## config.mk

```make
export PLATFORM = sky130hd
export DESIGN_NAME = cim_bitserial_sched_flat
export DESIGN_NICKNAME = d
export VERILOG_FILES = /design/src/rtl/cim_bitserial_sched_if.sv /design/src/rtl/cim_bitserial_sched.sv /design/src/flat_wrapper.sv
export SDC_FILE = /design/constraint.sdc
export NUM_CORES = 1
export LEC_CHECK = 0
export CAP_MARGIN = 15
export CORE_MARGIN = 8
export CORE_UTILIZATION = 54
export DETAILED_ROUTE_END_ITERATION = 8
export GPL_ROUTABILITY_DRIVEN = 0
export PLACE_DENSITY_LB_ADDON = 0.15
export REMOVE_ABC_BUFFERS = 1
export SLEW_MARGIN = 10
export SYNTH_ARGS = -nofsm -noshare
export SYNTH_HDL_FRONTEND = slang
export SYNTH_HIERARCHICAL = 1
export SYNTH_SLANG_ARGS = --single-unit
```

## constraint.sdc

```tcl
create_clock -name clk -period 5.14 [get_ports clk]
set_clock_uncertainty 0.1 [all_clocks]
set_input_delay 1.028 -clock clk [delete_from_list [all_inputs] [get_ports clk]]
set_output_delay 1.028 -clock clk [all_outputs]
set_load 0.005 [all_outputs]
```

## src/rtl/cim_bitserial_sched_if.sv

```systemverilog
// cim_bitserial_sched_if
//   Bundles the signals that pass between the bit-serial job scheduler and the rest of the system.
//   Job input  : in_valid / in_ready / in_row / in_act (32 x 4-bit activations)
//   Macro side : cim_en / cim_row / cim_plane / cim_bit, result back on acc_valid / acc_result
//   Result out : out_valid / out_ready / out_data / out_row
//   The slave modport is the scheduler's view. The master modport is the view of the
//   surrounding environment (job source, adder tree and result consumer).
interface cim_bitserial_sched_if #(
  parameter int ROW_W = 6
) ();
  logic             in_valid;
  logic             in_ready;
  logic [ROW_W-1:0] in_row;
  logic [127:0]     in_act;
  logic             cim_en;
  logic [ROW_W-1:0] cim_row;
  logic [1:0]       cim_plane;
  logic [31:0]      cim_bit;
  logic             acc_valid;
  logic [12:0]      acc_result;
  logic             out_valid;
  logic             out_ready;
  logic [12:0]      out_data;
  logic [ROW_W-1:0] out_row;

  modport slave (
    input  in_valid, in_row, in_act, acc_valid, acc_result, out_ready,
    output in_ready, cim_en, cim_row, cim_plane, cim_bit, out_valid, out_data, out_row
  );

  modport master (
    output in_valid, in_row, in_act, acc_valid, acc_result, out_ready,
    input  in_ready, cim_en, cim_row, cim_plane, cim_bit, out_valid, out_data, out_row
  );
endinterface

```

## src/rtl/cim_bitserial_sched.sv

```systemverilog
// cim_bitserial_sched
//   Job controller for the 32-input CIM bit-serial adder-tree path. The scheduler accepts one
//   job (row + 32 unsigned 4-bit activations) and drives the four bit-planes MSB first. It then
//   waits for the 13-bit accumulated result and returns that result through a 2-entry queue.
//   Ports:
//     clk, rst_n   : rising-edge clock, asynchronous active-low reset
//     bus          : cim_bitserial_sched_if.slave (job in, macro drive, tree result, result out)
//     busy         : scheduler is not idle
//     err_timeout  : sticky flag, a job was abandoned because no result arrived
//   cim_bitserial_sched_chk holds the structural checks. The top level instantiates it.

module cim_bitserial_sched_chk #(
  parameter int ROW_W = 6
) (
  input logic             clk,
  input logic             rst_n,
  input logic             in_issue,
  input logic             in_wait,
  input logic             cim_en,
  input logic             push,
  input logic             accept,
  input logic [ROW_W-1:0] in_row,
  input logic [ROW_W-1:0] push_row
);
  logic [ROW_W-1:0] acc_row_q;

  // Remember the row of the job currently in flight
  always_ff @(posedge clk or negedge rst_n) begin
    if (!rst_n) begin
      acc_row_q <= {ROW_W{1'b0}};
    end else if (accept) begin
      acc_row_q <= in_row;
    end
  end

  a_en_only_issue : assert property (@(posedge clk) disable iff (!rst_n) cim_en |-> in_issue);
  a_push_row      : assert property (@(posedge clk) disable iff (!rst_n) push |-> (push_row == acc_row_q));
  a_push_in_wait  : assert property (@(posedge clk) disable iff (!rst_n) push |-> in_wait);
endmodule

module cim_bitserial_sched #(
  parameter int ROW_W   = 6,
  parameter int TIMEOUT = 16
) (
  input  logic                  clk,
  input  logic                  rst_n,
  cim_bitserial_sched_if.slave  bus,
  output logic                  busy,
  output logic                  err_timeout
);
  typedef enum logic [1:0] {
    ST_IDLE  = 2'd0,
    ST_ISSUE = 2'd1,
    ST_WAIT  = 2'd2
  } state_e;

  localparam int CNT_W = $clog2(TIMEOUT + 1);
  localparam int ENT_W = ROW_W + 13;

  // Gather bit 'plane' of each of the 32 activation nibbles
  function automatic logic [31:0] plane_bits(input logic [127:0] act, input logic [1:0] plane);
    logic [127:0] sh;
    logic [31:0]  bits;
    sh   = act >> plane;
    bits = 32'd0;
    for (int k = 0; k < 32; k++) begin
      bits[k] = sh[4*k];
    end
    return bits;
  endfunction

  state_e           state_q, state_d;
  logic [127:0]     act_q, act_d;
  logic [ROW_W-1:0] row_q, row_d;
  logic [1:0]       plane_q, plane_d;
  logic             cim_en_q, cim_en_d;
  logic [31:0]      cim_bit_q, cim_bit_d;
  logic [CNT_W-1:0] wait_q, wait_d, wait_inc_s;
  logic             err_q, err_d;
  logic             busy_q, busy_d;
  logic             in_ready_q, in_ready_d;
  logic             out_valid_q, out_valid_d;
  logic [1:0]       qcount_q, qcount_d;
  logic [ENT_W-1:0] head_q, head_d, tail_q, tail_d;
  logic [ENT_W-1:0] entry_s;
  logic             push_s, pop_s, accept_s;

  assign accept_s = (state_q == ST_IDLE) && bus.in_valid && in_ready_q;
  assign pop_s    = out_valid_q && bus.out_ready;
  assign entry_s  = {row_q, bus.acc_result};

  // Job sequencing: accept, four MSB-first planes, then bounded wait for the tree result
  always_comb begin
    state_d    = state_q;
    act_d      = act_q;
    row_d      = row_q;
    plane_d    = plane_q;
    cim_en_d   = cim_en_q;
    cim_bit_d  = cim_bit_q;
    wait_d     = wait_q;
    err_d      = err_q;
    push_s     = 1'b0;
    wait_inc_s = wait_q + {{(CNT_W-1){1'b0}}, 1'b1};
    case (state_q)
      ST_IDLE: begin
        if (accept_s) begin
          // The first plane is driven straight from the incoming activations, so it
          // appears the cycle after accept.
          state_d   = ST_ISSUE;
          act_d     = bus.in_act;
          row_d     = bus.in_row;
          plane_d   = 2'd3;
          cim_en_d  = 1'b1;
          cim_bit_d = plane_bits(bus.in_act, 2'd3);
        end else begin
          cim_en_d  = 1'b0;
          cim_bit_d = 32'd0;
        end
      end
      ST_ISSUE: begin
        if (plane_q == 2'd0) begin
          state_d   = ST_WAIT;
          cim_en_d  = 1'b0;
          cim_bit_d = 32'd0;
          wait_d    = {CNT_W{1'b0}};
        end else begin
          plane_d   = plane_q - 2'd1;
          cim_bit_d = plane_bits(act_q, plane_q - 2'd1);
        end
      end
      ST_WAIT: begin
        wait_d = wait_inc_s;
        // A result on the last allowed cycle still wins over the timeout
        if (bus.acc_valid) begin
          push_s  = 1'b1;
          state_d = ST_IDLE;
        end else if (wait_inc_s == CNT_W'(TIMEOUT)) begin
          err_d   = 1'b1;
          state_d = ST_IDLE;
        end else begin
          state_d = ST_WAIT;
        end
      end
      default: begin
        state_d   = ST_IDLE;
        cim_en_d  = 1'b0;
        cim_bit_d = 32'd0;
      end
    endcase
  end

  // Two-entry result queue; head_q always holds the oldest entry
  always_comb begin
    head_d   = head_q;
    tail_d   = tail_q;
    qcount_d = qcount_q;
    case ({push_s, pop_s})
      2'b10: begin
        if (qcount_q == 2'd0) begin
          head_d = entry_s;
        end else begin
          tail_d = entry_s;
        end
        qcount_d = qcount_q + 2'd1;
      end
      2'b01: begin
        head_d   = tail_q;
        qcount_d = qcount_q - 2'd1;
      end
      2'b11: begin
        if (qcount_q == 2'd1) begin
          head_d = entry_s;
        end else begin
          head_d = tail_q;
          tail_d = entry_s;
        end
      end
      default: begin
        head_d = head_q;
      end
    endcase
  end

  // Status outputs are decoded from next-state values so they are registered yet current
  always_comb begin
    in_ready_d  = (state_d == ST_IDLE) && (qcount_d != 2'd2);
    busy_d      = (state_d != ST_IDLE);
    out_valid_d = (qcount_d != 2'd0);
  end

  // All state, job and output registers
  always_ff @(posedge clk or negedge rst_n) begin
    if (!rst_n) begin
      state_q     <= ST_IDLE;
      act_q       <= 128'd0;
      row_q       <= {ROW_W{1'b0}};
      plane_q     <= 2'd0;
      cim_en_q    <= 1'b0;
      cim_bit_q   <= 32'd0;
      wait_q      <= {CNT_W{1'b0}};
      err_q       <= 1'b0;
      busy_q      <= 1'b0;
      in_ready_q  <= 1'b0;
      out_valid_q <= 1'b0;
      qcount_q    <= 2'd0;
      head_q      <= {ENT_W{1'b0}};
      tail_q      <= {ENT_W{1'b0}};
    end else begin
      state_q     <= state_d;
      act_q       <= act_d;
      row_q       <= row_d;
      plane_q     <= plane_d;
      cim_en_q    <= cim_en_d;
      cim_bit_q   <= cim_bit_d;
      wait_q      <= wait_d;
      err_q       <= err_d;
      busy_q      <= busy_d;
      in_ready_q  <= in_ready_d;
      out_valid_q <= out_valid_d;
      qcount_q    <= qcount_d;
      head_q      <= head_d;
      tail_q      <= tail_d;
    end
  end

  assign bus.in_ready  = in_ready_q;
  assign bus.cim_en    = cim_en_q;
  assign bus.cim_row   = row_q;
  assign bus.cim_plane = plane_q;
  assign bus.cim_bit   = cim_bit_q;
  assign bus.out_valid = out_valid_q;
  assign bus.out_data  = head_q[12:0];
  assign bus.out_row   = head_q[ENT_W-1:13];
  assign busy          = busy_q;
  assign err_timeout   = err_q;

  cim_bitserial_sched_chk #(.ROW_W(ROW_W)) u_chk (
    .clk      (clk),
    .rst_n    (rst_n),
    .in_issue (state_q == ST_ISSUE),
    .in_wait  (state_q == ST_WAIT),
    .cim_en   (cim_en_q),
    .push     (push_s),
    .accept   (accept_s),
    .in_row   (bus.in_row),
    .push_row (row_q)
  );
endmodule
```

## src/flat_wrapper.sv

```systemverilog
// flat-port wrapper written by rule: the top's interface ports become plain ports
module cim_bitserial_sched_flat 
#(
  parameter int ROW_W   = 6,
  parameter int TIMEOUT = 16
)
  (clk, rst_n, busy, err_timeout, bus_in_valid, bus_in_row, bus_in_act, bus_acc_valid, bus_acc_result, bus_out_ready, bus_in_ready, bus_cim_en, bus_cim_row, bus_cim_plane, bus_cim_bit, bus_out_valid, bus_out_data, bus_out_row);
  cim_bitserial_sched_if #(.ROW_W(ROW_W)) bus_i ();
  input  logic clk;
  input  logic rst_n;
  output logic busy;
  output logic err_timeout;
  input wire logic [$bits(bus_i.in_valid)-1:0] bus_in_valid;
  input wire logic [$bits(bus_i.in_row)-1:0] bus_in_row;
  input wire logic [$bits(bus_i.in_act)-1:0] bus_in_act;
  input wire logic [$bits(bus_i.acc_valid)-1:0] bus_acc_valid;
  input wire logic [$bits(bus_i.acc_result)-1:0] bus_acc_result;
  input wire logic [$bits(bus_i.out_ready)-1:0] bus_out_ready;
  output wire logic [$bits(bus_i.in_ready)-1:0] bus_in_ready;
  output wire logic [$bits(bus_i.cim_en)-1:0] bus_cim_en;
  output wire logic [$bits(bus_i.cim_row)-1:0] bus_cim_row;
  output wire logic [$bits(bus_i.cim_plane)-1:0] bus_cim_plane;
  output wire logic [$bits(bus_i.cim_bit)-1:0] bus_cim_bit;
  output wire logic [$bits(bus_i.out_valid)-1:0] bus_out_valid;
  output wire logic [$bits(bus_i.out_data)-1:0] bus_out_data;
  output wire logic [$bits(bus_i.out_row)-1:0] bus_out_row;
  assign bus_i.in_valid = bus_in_valid;
  assign bus_i.in_row = bus_in_row;
  assign bus_i.in_act = bus_in_act;
  assign bus_i.acc_valid = bus_acc_valid;
  assign bus_i.acc_result = bus_acc_result;
  assign bus_i.out_ready = bus_out_ready;
  assign bus_in_ready = bus_i.in_ready;
  assign bus_cim_en = bus_i.cim_en;
  assign bus_cim_row = bus_i.cim_row;
  assign bus_cim_plane = bus_i.cim_plane;
  assign bus_cim_bit = bus_i.cim_bit;
  assign bus_out_valid = bus_i.out_valid;
  assign bus_out_data = bus_i.out_data;
  assign bus_out_row = bus_i.out_row;
  cim_bitserial_sched #(.ROW_W(ROW_W), .TIMEOUT(TIMEOUT)) u_core (.clk(clk), .rst_n(rst_n), .bus(bus_i), .busy(busy), .err_timeout(err_timeout));
endmodule
```

## After elaboration in Yosys (flattened, before gate mapping)

Cells that the tools add are included.

| word-level totals | value |
|---|---|
| bits in registers | 220 |

| cells by class | value |
|---|---|
| add/subtract/negate cells | 4 |
| equal/unequal tests | 14 |
| shift-type cells | 1 |
| mux-type cells | 25 |
| bitwise logic cells | 2 |
| reduce and logical (&&, ||, !) cells | 21 |

Operator list:

| cell | count |
|---|---|
| right shift 128 x 2 -> 125 bit | 1 |
| case mux 32 bit (3 select lines) | 1 |
| 2-to-1 mux 19 bit | 4 |
| 2-to-1 mux 32 bit | 2 |
| case mux 19 bit (3 select lines) | 1 |
| case mux 19 bit (2 select lines) | 1 |
| 2-to-1 mux 2 bit | 6 |
| case mux 5 bit (2 select lines) | 1 |
| nonzero test 2 bit | 5 |
| AND reduction 3 bit | 3 |
| zero test 2 bit | 4 |
| != test 2 bit (second input constant) | 4 |
| case mux 2 bit (2 select lines) | 2 |
| AND reduction 2 bit | 4 |
| equality test 2 x 1 -> 1 bit (second input constant) | 3 |
| equality test 2 bit (second input constant) | 3 |
| != test 2 x 1 -> 1 bit (second input constant) | 3 |
| case mux 2 bit (3 select lines) | 1 |
| adder 5 x 1 -> 5 bit (second input constant) | 1 |
| equality test 5 bit (second input constant) | 1 |
| 2-to-1 mux 5 bit | 1 |
| logical AND 1 bit | 4 |
| 2-to-1 mux 1 bit | 4 |
| subtractor 2 x 1 -> 2 bit (second input constant) | 2 |
| 4 further kinds | 5 |

## Depth between registers and ports, before layout

Gate-level depths: netlist (run 1).

| logic depth | value |
|---|---|
| word-level depth | 7 |
| gate-level depth with buffers | 12 |
| gate-level depth less buffers | 8 |

## Least setup slack after synthesis (run 1)

Ideal clock, no wire load.

| timing | value |
|---|---|
| path kind | input to register |
| from | input bus_out_ready |
| to | register u_core.tail_q[10] |
| arrival | 2.412 ns |
| data required time | 4.915 ns |
| slack | 2.503 ns |
| cell stages on the path | 7 |
| path buffers | 1 |
| path through | nand2_1 > ha_1 > nand2_1 > o21ai_0 > a21oi_2 > buf_6 > mux2_2 |

| between the ends | value |
|---|---|
| word-level cells in the longest chain between the ends | 4 |

RTL lines:

| what | RTL line | RTL |
|---|---|---|
| start: declaration | flat_wrapper.sv:18 | `input wire logic [$bits(bus_i.out_ready)-1:0] bus_out_ready;` |
| logical AND 1 bit (*) | cim_bitserial_sched.sv:89 | `assign pop_s = out_valid_q && bus.out_ready;` |
| equality test 2 bit | cim_bitserial_sched.sv:157 | `case ({push_s, pop_s})` |
| != test 2 bit (no source line) / nonzero test 2 bit (equally long branches) | n/a |  |
| AND reduction 3 bit (no source line) | n/a |  |
| end signal: assignment | cim_bitserial_sched.sv:207 | `tail_q <= {ENT_W{1'b0}};` |
| end signal: assignment | cim_bitserial_sched.sv:222 | `tail_q <= tail_d;` |
| end: declaration | cim_bitserial_sched.sv:84 | `logic [ENT_W-1:0] head_q, head_d, tail_q, tail_d;` |

Every way passes the cells marked *; elsewhere a longest branch is shown, timed or not.
A chain may end at the register's enable or synchronous reset.

## Worst setup path after layout (run 1)

| timing | value |
|---|---|
| from | register u_core.state_q[1] |
| to | register u_core.tail_q[12] |

| between the ends | value |
|---|---|
| word-level cells in the longest chain between the ends | 5 |

RTL lines:

| what | RTL line | RTL |
|---|---|---|
| start: declaration | cim_bitserial_sched.sv:72 | `state_e state_q, state_d;` |
| start signal: assignment | cim_bitserial_sched.sv:209 | `state_q <= state_d;` |
| equality test 2 bit (*) | n/a |  |
| 2-to-1 mux 1 bit (*) | cim_bitserial_sched.sv:104 | `case (state_q)` |
| equality test 2 bit | cim_bitserial_sched.sv:157 |  |
| != test 2 bit (no source line) / nonzero test 2 bit (equally long branches) | n/a |  |
| AND reduction 3 bit (no source line) | n/a |  |

Marked as above.

==> results.yml, run 1 <==
global_routing:
  antenna_found_initial: 2
  track_usage_pct: 21.4
  grt_pass1_wl_um: 38100
  overflow: 0
  grt_max_degree: 119
  grt_pass1_vias: 7344
power_and_ir_drop:
  p_sw_share_pct: 31.5
  intPower_mw: 5.23
  p_sw_mw: 2.40
  p_leak_nw: 5.36
  power.total_mw: 7.62
  p_seq_share_pct: 40.1
  power_frac_clock_pct: 21.8
  power_frac_comb_pct: 38.1
  pwr_density_cell_nw_per_um2: 603
  ir_drop_mv: 0.382
clock_tree:
  insertion_delay_ns: 0.50
  clock-sinks: 220
  htree_num_levels: 1
  clockBufferDepth: 3
  hold_buffers: 0
  clkTransAtPathRegs_ns: 0.06
  cts_tree: "yes"
  numCtsBuffers: 24
  post_cts_buffers: 0
  ctsResizeCount: 0
  clockRootBuffer: "clkbuf_16"
final_layout:
  diodes: 0
  layout-drive-gt1-share_pct: 19.8
  stdcell_count: 1135
  synthToLayoutAreaGrowth_pct: 31.8
  num-nets-final: 1052
critical_path:
  cp_max_fo: 47
  cp-end-kind: "register"
  arrival_ns: 3.83
  worstSetupPathType: "reg -> reg"
  cp.required_ns: 5.42
  startpoint_type: "register"
floorplanning:
  die_x_um: 149
  coreArea_sq_um: 17400
  die_area_sq_um: 22300
  die_y_um: 149
  rows: 48
  io_pins: 216
  initial_core_util_pct: 55.3
logic_synthesis:
  synth.ff_latch_count: 220
  synth-main-ff-cell: "dfrtp_1"
  synth_top_area_share_pct: 57.4
  synth_edf_count: 0
  synth-seq-area-share_pct: 57.4
  avgSynthCellArea_sq_um: 13.9
  syn_inst: 692
  yosys-top-cells-count: "220 x dfrtp_1, 94 x mux2_2, 60 x mux2_1"
  mappedNetlistArea_sq_um: 9590
  synth_cell_types: 37
  synth_most_common_cell: "dfrtp_1"
  synth_area_leaders: "dfrtp_1 57%, mux2_2 11%, mux4_2 7.5%, mux2_1 7.0%, a22oi_1 4.1%"
  synth_top_cell_by_area: "dfrtp_1"
  ys_warn_count: 6
  synthArstFlopShare_pct: 100
timing:
  finalHoldViolCount: 0
  finalCritPeriodShare_pct: 69.0
  maxSlewViolCount: 0
  max_freq_ghz: 0.282
  timing.final.ws_setup_ns: 1.59
  finalSetupViolCount: 0
  finalCriticalPeriod_ns: 3.55
  max_slew_margin_pct: 27.2
  grt_setup_unrepaired: "no"
  worst_pin_slew_ns: 1.09
  timing.setup.tns_ns: 0
  hold_slack_ns: 0.380
place:
  port_buffers: 215
  dpl.cell_count: 1092
  dp_slack_ns: 1.58
  hpwl_um: 16100
routing:
  ant_nets: 0
  via_per_inst: 5.68
  drcViolationCount: 0
  num_vias: 6448
  wire_per_inst_um: 21.3
  drt_iter0_drc: 348
  drt-total-wl_um: 24200
  drt_first_pass_iters: 4
flow_run:
  cap_violations: 0
status:
  status: "complete, no violations"
min_path:
  hp-class: "reg -> reg"
cells by family after synthesis:
logic type | after synthesis | synth area share, %
multiplexers | 187 | 25.7
flip-flops | 220 | 57.4
buffers and inverters | 92 | 4.34
XOR/XNOR | 1 | 0.0913
adder cells (fa/ha/maj) | 7 | 0.913
AO/OA/AOI/OAI | 131 | 9.04
AND/OR/NAND/NOR | 54 | 2.52
state kept, by name, summed over array words and instances (netlist names):
register and flops:
u_core/act_q 128, u_core/bus.cim_en 1, u_core/bus.cim_row 6, u_core/bus.in_ready 1, u_core/busy 1, u_core/tail_q 19, u_core/bus.cim_bit 32, u_core/wait_q 5
u_core/err_timeout 1, u_core/head_q 19, u_core/state_q 2, u_core/bus.out_valid 1, u_core/qcount_q 2, u_core/bus.cim_plane 2
placed cells by master (no fill, tap or decap), types with 7 or more instances in the layout:
master / n
a21oi_1: 7
a22oi_1: 53
buf_4: 7
clkbuf_1: 7
clkbuf_16: 24
clkdlybuf4s50_1: 214
dfrtp_1: 217
inv_1: 44
mux2_1: 60
mux2_2: 94
mux4_2: 32
nand2_1: 34
nor2_1: 9
o21ai_0: 25
o22ai_1: 32
layer usage:
| metal | routed length, um | part of all wire, % | vias to the layer above | track usage, % |
|---|---|---|---|---|
| li1 | - | - | 2917 | - |
| met2 | 12300 | 51 | 197 | 36.7 |
| met1 | 9960 | 41 | 3301 | 27.0 |
| met5 | 19 | 0.078 | - | 0 |
| met4 | 360 | 1.5 | 4 | 5.30 |
| met3 | 1590 | 6.6 | 29 | 4.95 |
area by class of cell:
type	instances	area, sq um
Clock inverter	7	77.6
Tap cell	225	282
Multi-Input combinational cell	380	3680
Inverter	44	165
Clock buffer	36	696
Sequential cell	220	5510
Timing Repair Buffer	223	2230
Fill cell	1155	4720
path summary, 6_finish.rpt:
kind                                   start                      end  slack (ns)  cells after the start
hold / removal               u_core/act_q[9]          u_core/act_q[9]        0.38                      1
max in group asynchronous              rst_n  u_core/bus.cim_plane[0]        3.23                      2
setup reg to reg           u_core/state_q[1]        u_core/tail_q[12]        1.59                      8
hold reg to reg              u_core/act_q[9]          u_core/act_q[9]        0.38                      1
min in group asynchronous              rst_n         u_core/head_q[7]        0.55                      1
setup / recovery           u_core/state_q[1]        u_core/tail_q[12]        1.59                      8
worst max-delay path: stages (launching register included):
cell     delay (ns)
dfrtp_2        0.34
buf_4          0.49
nor2b_1        0.60
nand2_1        0.18
inv_1          0.12
ha_1           0.24
o21ai_0        0.13
a21oi_2        0.79
mux2_2         0.42
through the flow:
| stage | util, % | instance area, sq um |
|---|---|---|
| after detailed placement | 68.4 | 11900 |
| after global placement | 68.4 | 11900 |
| after global routing | 72.8 | 12600 |
| after floorplan | - | 9340 |
| after CTS | 72.8 | 12600 |
| final | 72.8 | 12600 |
power groups by stage:
stage | clock, mW | combinational, mW | sequential (mW)
2_1_floorplan | 0 | 1.85 | 2.98
3_3_place_gp | 0 | 2.79 | 3.00
3_5_place_dp | 0 | 2.91 | 3.08
4_1_cts | 1.69 | 2.94 | 3.06
5_1_grt | 1.77 | 3.16 | 3.15
6_report | 1.66 | 2.90 | 3.06
Power figures use the tool's default switching activity.
==> inputs of run 2 (changes only) <==
--- a/config.mk
+++ b/config.mk
@@ -7,7 +7,7 @@
 export LEC_CHECK = 0
 export CAP_MARGIN = 15
 export CORE_MARGIN = 8
-export CORE_UTILIZATION = 54
+export CORE_UTILIZATION = 46
 export DETAILED_ROUTE_END_ITERATION = 8
 export GPL_ROUTABILITY_DRIVEN = 0
 export PLACE_DENSITY_LB_ADDON = 0.15
==> constraint.sdc (replaced) <==
create_clock -name clk -period 2.9 [get_ports clk]
set_clock_uncertainty 0.1 [all_clocks]
set_input_delay 0.58 -clock clk [delete_from_list [all_inputs] [get_ports clk]]
set_output_delay 0.58 -clock clk [all_outputs]
set_load 0.005 [all_outputs]
==> run 2 against run 1 <==
Against the previous run:
- worst setup slack got worse by 1.1 ns
- non-clock buffer count up 14
- sequential share of layout area decreased by 0.99 points
- highest routed layer unchanged
==> results.yml, run 2 (synthesis gave the netlist of run 1 again) <==
status:
  status: "complete, no violations"
clock_tree:
  clock-sinks: 220
  clockRootBuffer: "clkbuf_16"
  clockBufferDepth: 3
  numCtsBuffers: 24
  insertion_delay_ns: 0.51
  post_cts_buffers: 0
  htree_num_levels: 1
  cts_tree: "yes"
  hold_buffers: 1
  clkTransAtPathRegs_ns: 0.06
  ctsResizeCount: 0
final_layout:
  num-nets-final: 1066
  stdcell_count: 1200
  layout-drive-gt1-share_pct: 21.3
  synthToLayoutAreaGrowth_pct: 34.8
  layout_commonest_cell: "dfrtp_1"
  multi_input_area_sq_um: 3680
  nFillCells: 1543
  final_cell_mix: "217 x dfrtp_1, 214 x clkdlybuf4s50_1, 94 x mux2_2, 60 x mux2_1, 53 x a22oi_1"
  largest-register: "u_core/act_q"
  seq_area_sq_um: 5510
  largest_register_ffs: 128
routing:
  drt_iter0_drc: 329
  num_vias: 6510
  via_per_inst: 5.43
  wire_per_inst_um: 20.3
  drt-total-wl_um: 24400
  ant_nets: 0
  drt_first_pass_iters: 4
  drcViolationCount: 0
critical_path:
  startpoint_type: "register"
  crit_chain: "buf_4, clkdlybuf4s50_1"
  worstSetupPathType: "reg -> out"
  max_stage_delay_ns: 0.60
  cp-end-kind: "output port"
  path_buf_inv: 2
  cp_top_family: "buffers and inverters"
  arrival_ns: 1.76
  timing.rr.end: "u_core/tail_q[5]"
  cp.required_ns: 2.22
  r2r_start: "u_core/state_q[0]"
  reg2regPathDepth: 8
  r2r_slack_ns: 0.74
  cp_max_fo: 15
  crit_path_top_delay_cell: "clkdlybuf4s50_1"
timing:
  grt_setup_unrepaired: "no"
  maxSlewViolCount: 0
  max_freq_ghz: 0.410
  finalHoldViolCount: 0
  finalCritPeriodShare_pct: 84.1
  hold_slack_ns: 0.379
  worst_pin_slew_ns: 0.861
  timing.final.ws_setup_ns: 0.461
  max_slew_margin_pct: 42.6
  finalSetupViolCount: 0
  timing.setup.tns_ns: 0
  finalCriticalPeriod_ns: 2.44
flow_run:
  cap_violations: 0
global_routing:
  grt_pass1_wl_um: 39300
  grt_max_degree: 79
  antenna_found_initial: 3
  overflow: 0
  grt_pass1_vias: 7311
  track_usage_pct: 18.9
floorplanning:
  rows: 53
  initial_core_util_pct: 46.2
  die_y_um: 160
  die_area_sq_um: 25700
  coreArea_sq_um: 20800
  die_x_um: 160
  io_pins: 216
min_path:
  hold_start: "u_core/act_q[1]"
  hp-class: "reg -> reg"
  whs_path_depth: 1
  min_to: "u_core/act_q[1]"
power_and_ir_drop:
  pwr_density_cell_nw_per_um2: 1070
  ir_drop_mv: 0.517
  p_leak_nw: 5.48
place:
  dp_slack_ns: 0.307
  port_buffers: 215
  dpl.cell_count: 1155
  hpwl_um: 16900
[run 2: cell types whose count changed in the layout (fill, tap and decap cells not counted), moves of 2 or more]
cell	previous run	this run
buf_12	1	6
bufinv_16	1	3
buf_4	7	15
clkinv_2	4	6
clkbuf_1	7	4
[run 2: routing by layer]
metal  share of wire (%)  global-route usage [%]  vias up
li1                    -                       -     2954
met1                  42                    23.3     3301
met2                  49                    32.0      203
met3                 6.8                    5.48       46
met4                 1.9                    4.72        6
met5                0.14                       0        -
[run 2: through the flow]
stage	area, sq um	util [%]	total power [mW]
after floorplan	9340	-	8.56
final	12900	62.3	13.8
after global placement	12100	58.2	10.4
after CTS	12900	62.3	14.0
after detailed placement	12100	58.2	10.8
after global routing	12900	62.3	14.7
[run 2: final cells by class]
class                   instances  area share (%)
diodes                          1          0.0194
clock buffers                  34            5.49
clock inverters                 9           0.929
inverters                      44            1.28
multi-input cells             380            28.5
flip-flops and latches        220            42.6
well taps                     275            2.66
repair buffers                237            18.6
[run 2: worst register-to-register path, stage by stage, from the launching register on]
cell and delay [ns]:
dfrtp_2 0.49, nor2b_1 0.18, nand2_1 0.09, inv_1 0.09, ha_1 0.24, o21ai_0 0.13, a21oi_2 0.16, buf_12 0.18
mux2_2 0.37
[run 2: where the power goes]
part           leakage [nW]  switching [mW]  internal, mW  total [mW]
registers              2.69           0.777          4.52        5.30
logic                  2.38            2.30          3.08        5.38
clock network         0.415            1.20          1.96        3.16
total                  5.48            4.27          9.56        13.8
[run 2: worst max-delay path by stage]
| stage | slack [ns] | depth (start not counted) | endpoint | start |
|---|---|---|---|---|
| after floorplan | -1.93 | 2 | u_core/act_q[100] | u_core/state_q[1] |
| after global placement | 0.38 | 8 | u_core/tail_q[15] | bus_out_ready |
| after detailed placement | 0.31 | 8 | u_core/tail_q[5] | bus_out_ready |
| after CTS | 0.41 | 2 | bus_cim_plane[0] | u_core/bus.cim_plane[0] |
| after global routing | 0.39 | 2 | bus_cim_plane[0] | u_core/bus.cim_plane[0] |
| final | 0.46 | 2 | bus_cim_plane[0] | u_core/bus.cim_plane[0] |
